===== src/rtl/ram_fifo_ctrl.sv =====
// ram_fifo_ctrl: drives a dual-port RAM as a synchronous FIFO.
// Tracks pointers and occupancy; pop data is the RAM output one clock after an accepted pop.
module ram_fifo_ctrl #(
    parameter int width = 8,
    parameter int depth = 16,
    parameter int addr  = 4
) (
    input  logic             clk,
    input  logic             rst,
    input  logic             flush,
    input  logic             push,
    input  logic [width-1:0] push_data,
    input  logic             pop,
    output logic             full,
    output logic             empty,
    output logic [addr:0]    count,
    output logic [width-1:0] pop_data,
    output logic             pop_valid,
    output logic             overflow,
    output logic             underflow,
    output logic [addr-1:0]  ram_wr_addr,
    output logic [width-1:0] ram_wr_data,
    output logic             ram_we,
    output logic [addr-1:0]  ram_rd_addr,
    output logic             ram_re,
    input  logic [width-1:0] ram_d_out
);
    logic [addr-1:0] wr_ptr_q, wr_ptr_d, rd_ptr_q, rd_ptr_d;
    logic [addr:0]   count_q, count_d;
    logic            pop_valid_q, pop_valid_d;
    logic            overflow_q, overflow_d;
    logic            underflow_q, underflow_d;
    logic            push_acc, pop_acc;

    always_comb begin
        full        = count_q == (addr+1)'(depth);
        empty       = count_q == '0;
        push_acc    = push & ~full & ~flush;
        pop_acc     = pop & ~empty & ~flush;
        // Pointers wrap naturally because depth is a power of two.
        wr_ptr_d    = flush ? '0 : wr_ptr_q + addr'(push_acc);
        rd_ptr_d    = flush ? '0 : rd_ptr_q + addr'(pop_acc);
        count_d     = flush ? '0 : count_q + (addr+1)'(push_acc) - (addr+1)'(pop_acc);
        pop_valid_d = pop_acc;
        overflow_d  = push & full & ~flush;
        underflow_d = pop & empty & ~flush;
        count       = count_q;
        pop_valid   = pop_valid_q;
        pop_data    = pop_valid_q ? ram_d_out : '0;
        overflow    = overflow_q;
        underflow   = underflow_q;
        // Enables are also masked by rst so no RAM access leaks out during reset.
        ram_we      = push_acc & ~rst;
        ram_wr_addr = wr_ptr_q;
        ram_wr_data = push_data;
        ram_re      = pop_acc & ~rst;
        ram_rd_addr = rd_ptr_q;
    end

    always_ff @(posedge clk or posedge rst) begin
        if (rst) begin
            wr_ptr_q    <= '0;
            rd_ptr_q    <= '0;
            count_q     <= '0;
            pop_valid_q <= 1'b0;
            overflow_q  <= 1'b0;
            underflow_q <= 1'b0;
        end else begin
            wr_ptr_q    <= wr_ptr_d;
            rd_ptr_q    <= rd_ptr_d;
            count_q     <= count_d;
            pop_valid_q <= pop_valid_d;
            overflow_q  <= overflow_d;
            underflow_q <= underflow_d;
        end
    end
endmodule


===== config.mk =====
export PLATFORM = sky130hd
export DESIGN_NAME = ram_fifo_ctrl
export DESIGN_NICKNAME = d
export VERILOG_FILES = /design/src/rtl/ram_fifo_ctrl.sv
export SDC_FILE = /design/constraint.sdc
export NUM_CORES = 1
export LEC_CHECK = 0
export CAP_MARGIN = 25
export CELL_PAD_IN_SITES_DETAIL_PLACEMENT = 1
export CELL_PAD_IN_SITES_GLOBAL_PLACEMENT = 1
export CORE_MARGIN = 5
export CORE_UTILIZATION = 27
export DETAILED_ROUTE_END_ITERATION = 10
export GPL_ROUTABILITY_DRIVEN = 1
export GPL_TIMING_DRIVEN = 0
export MAX_ROUTING_LAYER = met4
export PLACE_DENSITY = 0.86
export SETUP_SLACK_MARGIN = 0.1
export SLEW_MARGIN = 0
export SYNTH_ARGS = -nofsm -noshare
export SYNTH_HDL_FRONTEND = slang
export SYNTH_SLANG_ARGS = --single-unit

===== constraint.sdc =====
create_clock -name clk -period 2.84 [get_ports clk]
set_input_delay 0.284 -clock clk [delete_from_list [all_inputs] [get_ports clk]]
set_output_delay 0.284 -clock clk [all_outputs]
set_load 0.03 [all_outputs]

* Yosys cells after proc, flatten, opt, wreduce, memory -nomap -nowiden *
Cells that the tools add are included.

cells by class
  add/subtract/negate cells = 4
  equal/unequal tests = 1
  multiplexer cells = 4
  bitwise gates (word level) = 14
  reduce and logical (&&, ||, !) cells = 1

operator list
  kind                count
  $and 1x1->1         10
  $add 4x1->4         2
  $mux 4              2
  $mux 8              1
  $add 5x1->5         1
  $eq 5x5->1 const B  1
  $logic_not 5->1     1
  $mux 5              1
  $sub 5x1->5         1
  $not 1->1           4

storage, ports and cells
  flip-flop bits (word level) = 16
  bits of input ports = 21
  logic and storage cells = 30

* Longest topological paths before layout *
Gate-level depths: netlist of run 1.

  depth in word-level cells = 7
  mapped depth = 12
  mapped depth without buffers = 12

* Worst setup path after synthesis of run 1 *
No wires, ideal clock.

  path type = register -> register
  start = reg count_q[3], in the netlist count[3]
  end = reg count_q[4], in the netlist count[4]
  arrival = 3155 ps
  required time = 2766 ps
  slack = -389 ps
  cell stages (with the launch flop) = 13
  buffers on the path = 0
  clock period less this slack = 3229 ps
  cell sequence = dfrtp_1 > inv_1 > ha_1 > nor4b_2 > nor2_1 > ha_1 > inv_1 > ha_1 > inv_1 > fa_1 > nand2b_1 > a2111o_1 > o21ai_2

on the way
  elaborated cells between the ends (all ways) = 11
  those cells by class = add/sub (2); eq/ne (1); mux (1); bitwise (6); reduce/logical (1)

RTL lines
  what                       RTL line  source
  start, declared            29        logic [addr:0] count_q, count_d;
  start signal, assigned     71        count_q <= count_d;
  $logic_not 5->1            37        empty = count_q == '0;
  via empty                  15        output logic empty,
  $not 1->1                  39        pop_acc = pop & ~empty & ~flush;
  $and 1x1->1 (2 in series)  39
  via pop_acc                33        logic push_acc, pop_acc;
  $sub 5x1->5                43        count_d = flush ? '0 : count_q + (addr+1)'(push_acc) - (addr+1)'(pop_acc);
  $mux 5                     43
  via count_d[4]             29

The timed path passes the listed nets, and every way through them passes these cells.

* Worst setup path in the final report of run 1 *
  start = reg count_q[3], in the netlist count[3]
  end = reg count_q[4], in the netlist count[4]

on the way
  elaborated cells between the ends (all ways) = 11
  those cells by class = add/sub (2); eq/ne (1); mux (1); bitwise (6); reduce/logical (1)

RTL lines
  what                       RTL line
  $logic_not 5->1            37
  $not 1->1                  39
  $and 1x1->1 (2 in series)  39
  via pop_acc                33
  $sub 5x1->5                43
  $mux 5                     43
  via count_d[4]             29

The timed path passes the listed nets, and every way through them passes these cells.

==> implementation parameters, run 1 <==
Parameter                              Value

Run status
  Result of the run ... finished clean

Power and ir drop
  Total internal power ... 0.658 mW
  Switching share of power ... 0.440
  Overall Power ... 1.17 mW
  Part of the power in combinational logic ... 0.614
  Cell leakage power ... 0.705 nW
  Worst supply voltage drop on vdd ... 0.000199 V
  Clock share of power ... 0.103
  Sequential group share of total power ... 0.283
  Switch Pwr ... 0.517 mW
  Power density over the cells ... 756 mW/mm^2

Synth
  Per-instance average area after synthesis ... 10.2 sq um
  Synthesis Warnings ... 0
  Number of distinct library cells after synthesis ... 24
  Cell area after synthesis ... 971 sq um
  Area leader, netlist ... dfrtp_1
  Synthesized instance count ... 95
  Sequential cell area fraction in the yosys report ... 0.412
  Number of enable flip-flop cells after synthesis ... 0
  Async SR Flop Fraction ... 1.00
  Synthesized netlist net count ... 127
  Primary flip-flop cell chosen by synthesis mapping ... dfrtp_1
  Fraction of synthesized cell area taken by the top area cell type ... 0.412
  FF+latch count, synth ... 16
  Main area contributors after synthesis ... dfrtp_1, ha_1, buf_4

Timing
  Highest achievable clock rate ... 382 MHz
  Slew headroom ... 0.594
  Post-route worst setup slack ... 0.224 ns
  Period minus WS final ... 2.62 ns
  Slew at the pin closest to its max-slew limit ... 0.608 ns
  Final Hold Violating Endpoints ... 0
  Post-Route Setup TNS ... 0 ns
  Setup repair after global routing missed its margin ... false
  Max-slew violation count ... 0
  Setup violators final ... 0
  Post-Route Skew ... 0.00877 ns
  Ratio of final minimum period to clock period ... 0.921

Setup path
  Critical Path Source Type ... flip-flop
  Worst EP arrival ... 2.85 ns
  Largest fanout on the critical path ... 3
  Category of the critical setup timing path ... flip-flop to flip-flop
  Data required time at the worst endpoint ... 3.07 ns
  Element type at the critical path end ... flip-flop

Detailed routing
  WL/cell ... 15.1 microns
  Routed WL ... 2.91 mm
  Vias post-DR ... 849
  Detailed Route Iter0 Violations ... 22
  Antenna Nets Post-Route ... 0
  Via-per-instance ratio ... 4.42
  Drt pass-1 iters ... 3
  Drc violations ... 0

Clocking
  CTS Root Buffer Type ... clkbuf_4
  Register clock-pin slew on the reported worst setup and hold paths ... 0.09 ns
  H-tree depth reported by CTS ... 1
  Post-cts gate resize count ... 0
  Maximum root-to-sink buffer count ... 2
  Number of sinks driven by the clock tree ... 16
  Number of buffers inserted during clock tree synthesis ... 3
  TritonCTS clock tree ... built
  Clk Latency, worst-skew pair ... 0.30 ns

Final layout
  Core occupancy in the finished layout ... 0.455
  Number of nets at the end of the flow ... 180
  Ratio of cells with drive above 1 in the final layout ... 0.151
  Non-filler cells in the finished layout ... 192
  Area added between synthesis and finish ... 59.9%
  Ant diodes ... 0

Place
  Number of port buffers ... 47
  Final weighted congestion of routability-driven global placement ... 0.844
  Post-place setup slack ... 0.190 ns
  Count of placed standard cells including taps ... 188
  HPWL after DPL ... 2.53 mm

Die
  Total Die Area ... 0.00490 sq mm
  Die extent in y ... 70.0 microns
  Row count ... 21
  Die extent in x ... 70.0 microns
  Core outline area ... 0.00342 sq mm
  Initial cell density of the core ... 0.284
  Count of pins on the block boundary ... 57

Global route
  Wire length of the first global-routing pass ... 4.80 mm
  Largest net degree at the start of global routing ... 17
  Number of global-route vias before repair ... 915
  GRT overflow ... 0
  GR Util All Layers ... 0.128
  Initial antenna violation count ... 0

Hold path
  Worst Hold Class ... input pin to flip-flop

Job
  Max_cap viols ... 0
==> cell families (layout without fill, tap and decap cells) <==
logic type	count (synthesis)	in the layout	share of synthesized area
AOI/OAI and AO/OA	6	6	0.0451
xor gates and xnor gates	6	6	0.0541
adders and majority gates	11	11	0.149
buffers and inverters	19	70	0.112
DFF	16	16	0.412
and+or+nand+nor	37	37	0.227
==> power by group through the flow <==
stage | Combinational [mW] | Sequential [mW] | Clock [mW]
5_1_grt | 0.777 | 0.341 | 0.134
3_5_place_dp | 0.713 | 0.340 | 0
4_1_cts | 0.716 | 0.335 | 0.126
3_3_place_gp | 0.680 | 0.333 | 0
2_1_floorplan | 0.379 | 0.409 | 0
6_report | 0.721 | 0.333 | 0.120
==> final cells by class <==
type                            instances  area (sq um)
Timing Repair Buffer                   48           478
Fill cell                             390          1860
Multi-Input combinational cell         60           483
Inverter                                9          33.8
Tap cell                               46          57.6
Clock buffer                            3          22.5
Sequential cell                        16           403
Buffer                                 10          75.1
==> what timing repair did <==
action | 4_1_cts | 5_1_grt
endpoints found under the hold margin | 0 | 0
setup endpoints to repair | 0 | 1
hold buffers | 0 | 0
setup buffers | 0 | 1
==> per-stage QoR <==
step / area, sq um / hold slack, ns
floorplan: 995 / 0.198
global placement: 1520 / 0.477
detailed placement: 1520 / 0.486
CTS: 1550 / 0.163
global route: 1550 / 0.165
finish: 1550 / 0.167
==> synth_stat cells, drive strengths merged, types with 3 or more instances <==
cell    instances
a21oi           3
inv             9
dfrtp          16
ha             10
nand3           3
nor2b           6
buf             9
nand2b          4
xor2            3
xnor2           3
and2            8
nor2           10
==> sequential cells by signal (all words and copies together), names as in the netlist <==
signal       cells
ram_rd_addr      4
overflow         1
underflow        1
count            5
pop_valid        1
ram_wr_addr      4
==> placed cells by master, fill, tap and decap left out, types with 2 or more instances in the layout <==
| master | instances |
|---|---|
| nand3_1 | 3 |
| inv_2 | 2 |
| a21oi_1 | 3 |
| ha_1 | 10 |
| nor2b_1 | 6 |
| dfrtp_1 | 14 |
| and2_1 | 8 |
| xnor2_1 | 3 |
| clkbuf_4 | 3 |
| xor2_1 | 3 |
| buf_4 | 9 |
| nor2_1 | 9 |
| dfrtp_2 | 2 |
| nand2b_1 | 3 |
| clkdlybuf4s50_1 | 47 |
| inv_1 | 7 |
==> critical path: stages, from the launching register on <==
cell and delay (ns):
dfrtp_2 0.44, inv_2 0.07, ha_1 0.17, nor4b_4 0.28, nor2_2 0.10, ha_1 0.29, inv_1 0.07, ha_1 0.16
inv_1 0.06, fa_2 0.35, nand2b_4 0.16, a2111o_1 0.37, o21ai_2 0.06
==> per-layer routing <==
metal	vias up	wire (microns)	GRT usage
met5	-	0	-
met4	0	39	0.0574
met3	3	252	0.0459
met2	50	1410	0.217
met1	396	1200	0.132
li1	400	-	-
==> final timing paths <==
path                                       end      startpoint  depth (start not counted)  slack, ns
worst max-delay path                  count[4]        count[3]                         12       0.22
worst min-delay path            ram_wr_addr[0]           flush                          2       0.17
worst max register to register        count[4]        count[3]                         12       0.22
worst min register to register  ram_rd_addr[2]  ram_rd_addr[2]                          2       0.57
max in group asynchronous             count[2]             rst                          2       1.98
min in group asynchronous            underflow             rst                          2       0.42
No activity file was read; power rests on OpenSTA's default activity.
==> inputs of run 2 (changes only) <==
- CTS_CLUSTER_SIZE: unset -> 8
==> results of run 2 <==
The final DEF is identical to that of run 1; final timing and power are the same.
==> inputs of run 3 (changes only) <==
- SKIP_CTS_REPAIR_TIMING: unset -> 1
- TNS_END_PERCENT: unset -> 50
==> results of run 3 <==
The final DEF is identical to that of run 1; final timing and power are the same.
